## config.mk

```make
export PLATFORM = sky130hd
export DESIGN_NAME = inv_sched
export DESIGN_NICKNAME = d
export VERILOG_FILES = /design/src/rtl/inv_pkg.sv /design/src/rtl/inv_chain_rom.sv /design/src/rtl/inv_sched.sv
export SDC_FILE = /design/constraint.sdc
export NUM_CORES = 1
export LEC_CHECK = 0
export CAP_MARGIN = 5
export CORE_AREA = 2 2 52 79
export CTS_CLUSTER_SIZE = 14
export DETAILED_ROUTE_END_ITERATION = 8
export DIE_AREA = 0 0 54 81
export HOLD_SLACK_MARGIN = 0.05
export PLACE_DENSITY_LB_ADDON = 0.25
export SETUP_SLACK_MARGIN = 0.5
export SLEW_MARGIN = 20
export SYNTH_ARGS = -nofsm -noshare
export SYNTH_HDL_FRONTEND = slang
export SYNTH_HIERARCHICAL = 1
export SYNTH_SLANG_ARGS = --single-unit
```

## constraint.sdc

```tcl
create_clock -name clk -period 1.9 [get_ports clk]
set_input_delay 0.57 -clock clk [delete_from_list [all_inputs] [get_ports clk]]
set_output_delay 0.57 -clock clk [all_outputs]
set_load 0.02 [all_outputs]
```

## src/rtl/inv_pkg.sv

```systemverilog
// Shared constants, FSM encoding and the addition-chain tables for the
// inversion scheduler.
package inv_pkg;

  localparam int R         = 10163;
  localparam int CHAIN_LEN = 13;
  localparam int DEG_W     = 14;
  localparam int STEP_W    = 4;
  localparam int EXP_W     = 14;

  // Bit i is set when chain entry i+1 = 2*entry i + 1.
  localparam logic [15:0] CHAIN_ODD = 16'h11BC;

  typedef enum logic [3:0] {
    IDLE,
    EXP_K,
    W_EXP_K,
    MUL_B,
    W_MUL_B,
    EXP_1,
    W_EXP_1,
    MUL_A,
    W_MUL_A,
    NEXT,
    FIN_EXP,
    W_FIN,
    DONE
  } state_t;

  // Exponent reached before chain step idx.
  function automatic logic [EXP_W-1:0] chain_exp(input logic [STEP_W-1:0] idx);
    case (idx)
      4'd0:    return 14'd1;
      4'd1:    return 14'd2;
      4'd2:    return 14'd4;
      4'd3:    return 14'd9;
      4'd4:    return 14'd19;
      4'd5:    return 14'd39;
      4'd6:    return 14'd79;
      4'd7:    return 14'd158;
      4'd8:    return 14'd317;
      4'd9:    return 14'd635;
      4'd10:   return 14'd1270;
      4'd11:   return 14'd2540;
      4'd12:   return 14'd5080;
      4'd13:   return 14'd10161;
      default: return 14'd0;
    endcase
  endfunction

  // Whether step idx needs the extra square-and-multiply-by-a.
  function automatic logic chain_odd(input logic [STEP_W-1:0] idx);
    return CHAIN_ODD[idx];
  endfunction

endpackage

```

## src/rtl/inv_chain_rom.sv

```systemverilog
// Combinational addition-chain ROM: step index in, {exponent, odd flag} out.
module inv_chain_rom #(
  parameter int DEG_W = inv_pkg::DEG_W
) (
  input  logic [3:0]       step,
  output logic [DEG_W-1:0] exp_deg,
  output logic             odd
);
  import inv_pkg::*;

  assign exp_deg = DEG_W'(chain_exp(step));
  assign odd     = chain_odd(step);

endmodule

```

## src/rtl/inv_sched.sv

```systemverilog
// Inversion scheduler: walks the addition chain, sequencing the 2^-k
// permutation unit and the polynomial multiplier through handshakes.
module inv_sched #(
  parameter int R         = inv_pkg::R,
  parameter int CHAIN_LEN = inv_pkg::CHAIN_LEN,
  parameter int DEG_W     = inv_pkg::DEG_W
) (
  input  logic             clk,
  input  logic             rst,
  input  logic             start,
  output logic             busy,
  output logic             done,
  output logic             err,
  output logic             exp_start,
  output logic [DEG_W-1:0] exp_deg,
  input  logic             exp_done,
  output logic             mul_start,
  output logic             mul_sel,
  input  logic             mul_done,
  output logic [3:0]       step
);
  import inv_pkg::*;

  localparam logic [3:0] LAST_STEP = 4'(CHAIN_LEN - 1);

  state_t           state;
  state_t           state_nx;
  logic             step_inc;
  logic             start_acc;
  logic             exp_wait;
  logic             mul_wait;
  logic             proto_err;
  logic [DEG_W-1:0] rom_deg;
  logic             rom_odd;

  inv_chain_rom #(.DEG_W(DEG_W)) u_rom (
    .step    (step),
    .exp_deg (rom_deg),
    .odd     (rom_odd)
  );

  assign start_acc = (state == IDLE) && start;
  assign exp_wait  = (state == W_EXP_K) || (state == W_EXP_1) || (state == W_FIN);
  assign mul_wait  = (state == W_MUL_B) || (state == W_MUL_A);

  // A completion pulse nobody is waiting for, or both at once, is a protocol error.
  assign proto_err = (exp_done && !exp_wait) || (mul_done && !mul_wait) ||
                     (exp_done && mul_done);

  // State register.
  // NOTE: sequential state uses non-blocking assignments so every flop samples
  // pre-edge values regardless of block ordering.
  always_ff @(posedge clk or posedge rst) begin
    if (rst) state <= IDLE;
    else     state <= state_nx;
  end

  // Next-state logic; a completion pulse is honoured only in its wait state.
  // NOTE: every signal driven here gets a default first, so no path leaves it
  // unassigned and no latch is inferred.
  always_comb begin
    state_nx = state;
    step_inc = 1'b0;
    case (state)
      IDLE:    if (start) state_nx = EXP_K;
      EXP_K:   state_nx = W_EXP_K;
      W_EXP_K: if (exp_done) state_nx = MUL_B;
      MUL_B:   state_nx = W_MUL_B;
      W_MUL_B: if (mul_done) state_nx = NEXT;
      NEXT: begin
        if (rom_odd) begin
          state_nx = EXP_1;
        end else if (step == LAST_STEP) begin
          state_nx = FIN_EXP;
        end else begin
          state_nx = EXP_K;
          step_inc = 1'b1;
        end
      end
      EXP_1:   state_nx = W_EXP_1;
      W_EXP_1: if (exp_done) state_nx = MUL_A;
      MUL_A:   state_nx = W_MUL_A;
      W_MUL_A: begin
        if (mul_done) begin
          if (step == LAST_STEP) begin
            state_nx = FIN_EXP;
          end else begin
            state_nx = EXP_K;
            step_inc = 1'b1;
          end
        end
      end
      FIN_EXP: state_nx = W_FIN;
      W_FIN:   if (exp_done) state_nx = DONE;
      DONE:    state_nx = IDLE;
      default: state_nx = IDLE;
    endcase
  end

  // Registered strobes, operand selects, step counter and status flags.
  always_ff @(posedge clk or posedge rst) begin
    if (rst) begin
      step      <= '0;
      busy      <= 1'b0;
      done      <= 1'b0;
      err       <= 1'b0;
      exp_start <= 1'b0;
      mul_start <= 1'b0;
      mul_sel   <= 1'b0;
      exp_deg   <= '0;
    end else begin
      exp_start <= (state == EXP_K) || (state == EXP_1) || (state == FIN_EXP);
      mul_start <= (state == MUL_B) || (state == MUL_A);
      done      <= (state == DONE);

      // Operands are captured with the strobe and held until the next launch.
      if (state == EXP_K)
        exp_deg <= rom_deg;
      else if ((state == EXP_1) || (state == FIN_EXP))
        exp_deg <= DEG_W'(1);

      if (state == MUL_B)
        mul_sel <= 1'b0;
      else if (state == MUL_A)
        mul_sel <= 1'b1;

      if (start_acc)
        step <= '0;
      else if (step_inc && (step != LAST_STEP))
        step <= step + 4'd1;

      // busy stays up through the done pulse and drops the cycle after.
      if (start_acc)
        busy <= 1'b1;
      else if (done)
        busy <= 1'b0;

      if (proto_err)
        err <= 1'b1;
      else if (start_acc)
        err <= 1'b0;
    end
  end

endmodule

```

After elaboration in Yosys (flattened, before gate mapping)
Memory sizes are Yosys's and may differ from the RTL's.
Cells that the tools add are included.
{"block": "classes", "muxes": 24, "n_eq_ne": 20, "n_reduce_logical": 23, "n_lt_le_gt_ge": 1, "addsub": 1}
{"operator": "$pmux W4 S12", "n": 1}
{"operator": "$mux W4", "n": 10}
{"operator": "$mux W14", "n": 2}
{"operator": "$eq A4 B4 Y1 const B", "n": 6}
{"operator": "$eq A4 B3 Y1 const B", "n": 4}
{"operator": "$ne A2 B2 Y1 const B", "n": 6}
{"operator": "$mux W1", "n": 10}
{"operator": "$reduce_bool A2 Y1", "n": 5}
{"operator": "$logic_or A1 B1 Y1", "n": 9}
{"operator": "$eq A4 B2 Y1 const B", "n": 2}
{"operator": "$reduce_and A6 Y1", "n": 1}
{"operator": "$logic_and A1 B1 Y1", "n": 5}
{"operator": "$lt A4 B5 Y1 const B", "n": 1}
{"operator": "$add A4 B1 Y4 const B", "n": 1}
{"operator": "$eq A4 B1 Y1 const B", "n": 1}
{"operator": "$logic_not A4 Y1", "n": 1}
{"operator": "$ne A4 B4 Y1 const B", "n": 1}
{"operator": "$logic_not A1 Y1", "n": 2}
{"operator": "$pmux W1 S2", "n": 1}
{"block": "word_totals", "reg_bits": 28, "romBits": 240, "in_bits": 5, "n_memories": 2, "wordCells": 80}
{"memory": "(no name shown)", "words": 16, "word_bits": 14, "read_ports": 1, "rd_ports_with_merged_regs": 0, "write_ports": 0, "line_no": "inv_pkg.sv:32", "source": "case (idx)"}
{"memory": "(no name shown)", "words": 16, "word_bits": 1, "read_ports": 1, "rd_ports_with_merged_regs": 0, "write_ports": 0, "line_no": "inv_pkg.sv:53", "source": "return CHAIN_ODD[idx];"}

Depth between registers and ports, before layout
{"block": "logic_depth", "depth_word": 8, "ltp_mapped": 8, "mapped_depth_nobuf": 8}

By module
Netlist, hierarchy kept.
{"mod": "inv_sched", "area_per_inst_um2": 1347.5, "instances": 1, "cells_each": 132}
{"mod": "inv_chain_rom", "area_per_inst_um2": 376.6, "instances": 1, "cells_each": 49}

Worst setup path after synthesis
No wires, ideal clock.
{"block": "synth_path", "path_kind": "register -> register", "from": "register step[0]", "to": "register step[1]", "n_path_buf": 0, "path_stages_with_launch": 9, "setup_slack_ns": -0.183, "arrival_time_ns": 1.958, "cell_sequence": "dfrtp_1 > inv_1 > ha_1 > and2_1 > o31ai_1 > nor2b_1 > o211ai_2 > mux2i_1 > nor2_1"}
{"block": "synth_between", "elab_chain_cells": 6}
{"item": "start, declared", "line_no": "inv_sched.sv:20", "source": "output logic [3:0] step"}
{"item": "start signal, assigned", "line_no": "inv_sched.sv:130", "source": "step <= step + 4'd1;"}
{"item": "$mem_v2 Z16 W1"}
{"item": "$mux W1 (implied by the code)", "line_no": "inv_pkg.sv:53"}
{"item": "named net rom_odd", "line_no": "inv_sched.sv:34", "source": "logic rom_odd;"}
{"item": "$mux W1", "line_no": "inv_sched.sv:71", "source": "if (rom_odd) begin"}
{"item": "$pmux W1 S2", "line_no": "inv_sched.sv:64", "source": "case (state)"}
{"item": "$logic_and A1 B1 Y1", "line_no": "inv_sched.sv:129", "source": "else if (step_inc && (step != LAST_STEP))"}
{"item": "$reduce_bool A2 Y1 (no source line)"}
The timed path passes the listed nets, and every way through them passes these cells. The select of a mux whose other input is x is not followed.
A chain may end at the register's enable or synchronous reset.

Worst setup path after layout
{"block": "layout_path", "from": "register step[1]", "to": "register step[1]"}
Same word-level chain as after synthesis.

==> metrics <==
outcome complete, no violations; height of the die 81 um; setup violators final 0; wire length on met3 117 um; placed instance count 257; number of non-filler instances in the completed layout 299; setup TNS after final layout 0 ns; violation count after the first detailed-routing iteration 60; Residual DRC 0; DRT met1 WL 1916 um; number of clock buffers inserted by TritonCTS 3; overall routed net length 5134 um; worst setup slack after layout 0.06332 ns; worst-margin pin slew 0.3668 ns; average size of a mapped cell 9.526 um2; sum of met2 wire segment lengths after detailed routing 2961 um; count of synthesis-stage warnings from yosys 6; Floorplan Core Area 3784 um2; max-slew violation count 0; fill cell instance count of the final layout 250; routed vias/inst 5.662; HPWL after detailed placement 3083 um; required time at the endpoint of the critical path 2.07 ns; global-route wire length before repair 7817 um; final setup skew 0.002895 ns; most common cell after layout, fill and taps aside sky130_fd_sc_hd__buf_4; Slew Limit Headroom 0.7555; main flop type after synthesis sky130_fd_sc_hd__dfrtp_1; count of flip-flops with a built-in enable after synthesis 0; maximum frequency from static timing analysis 0.5445 GHz; min Tclk post-route 1.837 ns; router iterations before antenna repair 4; total vias in the final route 1693; nets@finish 269; maximum vdd drop 0.8612 mV; Placement Cell Area 2166 um2; number of hold-slack violations in the final timing report 0; maximum fanout along the worst path 6; Place WS -0.02869 ns; effective utilization at floorplan 0.4557; type of element capturing the critical path flip-flop; Die X 54 um; antenna diode count 0; Clock transition at path regs 0.10 ns; leftover overflow at the end of global routing 0; data arrival at the endpoint of the critical path 2.01 ns; gate count of the mapped netlist 181; Yosys cell types 45; unrepaired setup endpoints after global routing yes; commonest cells after routing, fill and taps aside sky130_fd_sc_hd__buf_4, sky130_fd_sc_hd__buf_6, sky130_fd_sc_hd__dfrtp_1; type of the worst setup path flip-flop to flip-flop; hold buffers post-CTS 0; number of storage elements in the synthesis netlist 28; share of synthesized registers carrying an async set or reset 1.000; largest net degree at the start of global routing 29; worst-case hold slack 0.5389 ns; share of the clock period used by the worst path after layout 0.9667; final design utilization 0.7437; Avg WL per Cell 17.17 um; Die Footprint 4374 um2; worst-skew pair later-pin latency 0.27 ns; number of global-route vias before repair 1675; routability-driven placement congestion ratio 0.8613; DR top layer met4; power per cell area 1289 nW/um2; worst min-delay path class flip-flop to flip-flop; type of element launching the critical path flip-flop; CP cell instances buf_6 -> ha_4 -> and2_4 -> o31ai_4 -> nor2b_2 -> o211ai_2 -> buf_4 -> mux2i_1 -> nor2_1; Leakage Power 1.277 nW; number of antenna violations at the first check in global routing 0; post-layout total power 3.628 mW; CP max stage delay 0.42 ns; maximum clock path buffer count 2; master of the slowest instance on the critical path sky130_fd_sc_hd__dfrtp_2; post-synthesis instance area 1724 um2; fraction of the yosys area taken by sequential cells 0.4064; share of layout cells above drive strength 1 0.5276; number of placed I/O pins 29; CTS root buf sky130_fd_sc_hd__clkbuf_8; floorplan row count 28; relative area change from synthesis to final layout 63.21%; net count after synthesis 195; number of sinks driven by the clock tree 28; H-tree level count 1; post-route cell area 2814 um2; Total Routing Usage GR 0.2397; number of nets with antenna violations after detailed routing 0; max-cap check violation count 0; I/O Buffers 28; CTS tree done
==> layout make-up <==
class | count | area [um2] | share of cell area
multi-input combinational | 129 | 1165 | 0.4140
timing repair buffer | 80 | 753.2 | 0.2677
sequential | 28 | 709.4 | 0.2521
inverter | 13 | 58.81 | 0.02090
tap | 45 | 56.30 | 0.02001
clock buffer | 3 | 41.29 | 0.01467
clock inverter | 1 | 30.03 | 0.01067
==> worst paths after layout <==
path | start | endpoint | slack (ns) | cells past startpoint
hold reg to reg | exp_deg[3] | exp_deg[3] | 0.54 | 1
hold / removal | exp_deg[3] | exp_deg[3] | 0.54 | 1
setup reg to reg | step[1] | step[1] | 0.06 | 9
setup / recovery | step[1] | step[1] | 0.06 | 9
max in group asynchronous | rst | step[1] | 0.94 | 3
min in group asynchronous | rst | done | 0.67 | 3
==> per-layer routing <==
layer,vias to the layer above,global-route usage
met3,13,0.02022
li1,792,-
met4,0,0.1050
met5,-,0
met2,41,0.4402
met1,847,0.2702
==> flip-flops by register name (all words and copies together) (netlist names) <==
register	cells
mul_sel	1
done	1
exp_start	1
err	1
state	4
mul_start	1
step	4
exp_deg	14
busy	1
==> power by group <==
part | internal [mW] | switching [mW] | total [mW]
logic | 1.15 | 1.16 | 2.31
clock network | 0.282 | 0.188 | 0.470
registers | 0.720 | 0.124 | 0.845
==> synthesized netlist by cell type, drive strengths merged, types with 2 or more instances <==
master / number / share of area
nand2b: 13 / 0.047
dfrtp: 28 / 0.41
a22o: 14 / 0.071
a21oi: 7 / 0.020
nor3: 7 / 0.023
o21ai: 10 / 0.029
or3: 2 / 0.0073
buf: 8 / 0.025
and3: 5 / 0.018
nor2b: 5 / 0.018
nand2: 6 / 0.013
inv: 13 / 0.028
a31oi: 2 / 0.011
mux2: 3 / 0.020
o22ai: 3 / 0.011
o211ai: 2 / 0.012
o31ai: 2 / 0.0087
a21boi: 2 / 0.0087
mux2i: 5 / 0.029
nand3: 2 / 0.0058
ha: 9 / 0.065
clkbuf: 3 / 0.0065
nor2: 13 / 0.028
and3b: 2 / 0.010
==> worst max-delay path, delay by kind of cell, from the launching register on <==
family / cells / cell delay (ns)
AOI/OAI and AO/OA: 2 / 0.40
adders and majority gates: 1 / 0.16
buffers and inverters: 2 / 0.30
and+or+nand+nor: 3 / 0.28
DFF: 1 / 0.42
muxes: 1 / 0.17
==> logic make-up (layout without fill, tap and decap cells) <==
| logic type | Yosys count | count (layout) | share of synthesized area |
|---|---|---|---|
| compound gates | 49 | 49 | 0.2046 |
| xor+xnor | 2 | 2 | 0.01016 |
| fa+ha+maj | 9 | 9 | 0.06531 |
| buf+inv | 24 | 97 | 0.05950 |
| flops | 28 | 28 | 0.4064 |
| mux | 9 | 9 | 0.06168 |
| simple gates | 60 | 60 | 0.1923 |
==> repair_timing <==
| item | 4_1_cts | 5_1_grt |
|---|---|---|
| setup endpoints to repair | 45 | 47 |
| gates resized for setup | 143 | 58 |
| setup buffers | 27 | 10 |
| pin swaps | 6 | 9 |
| cloned | 0 | 1 |
Power figures use the tool's default switching activity.
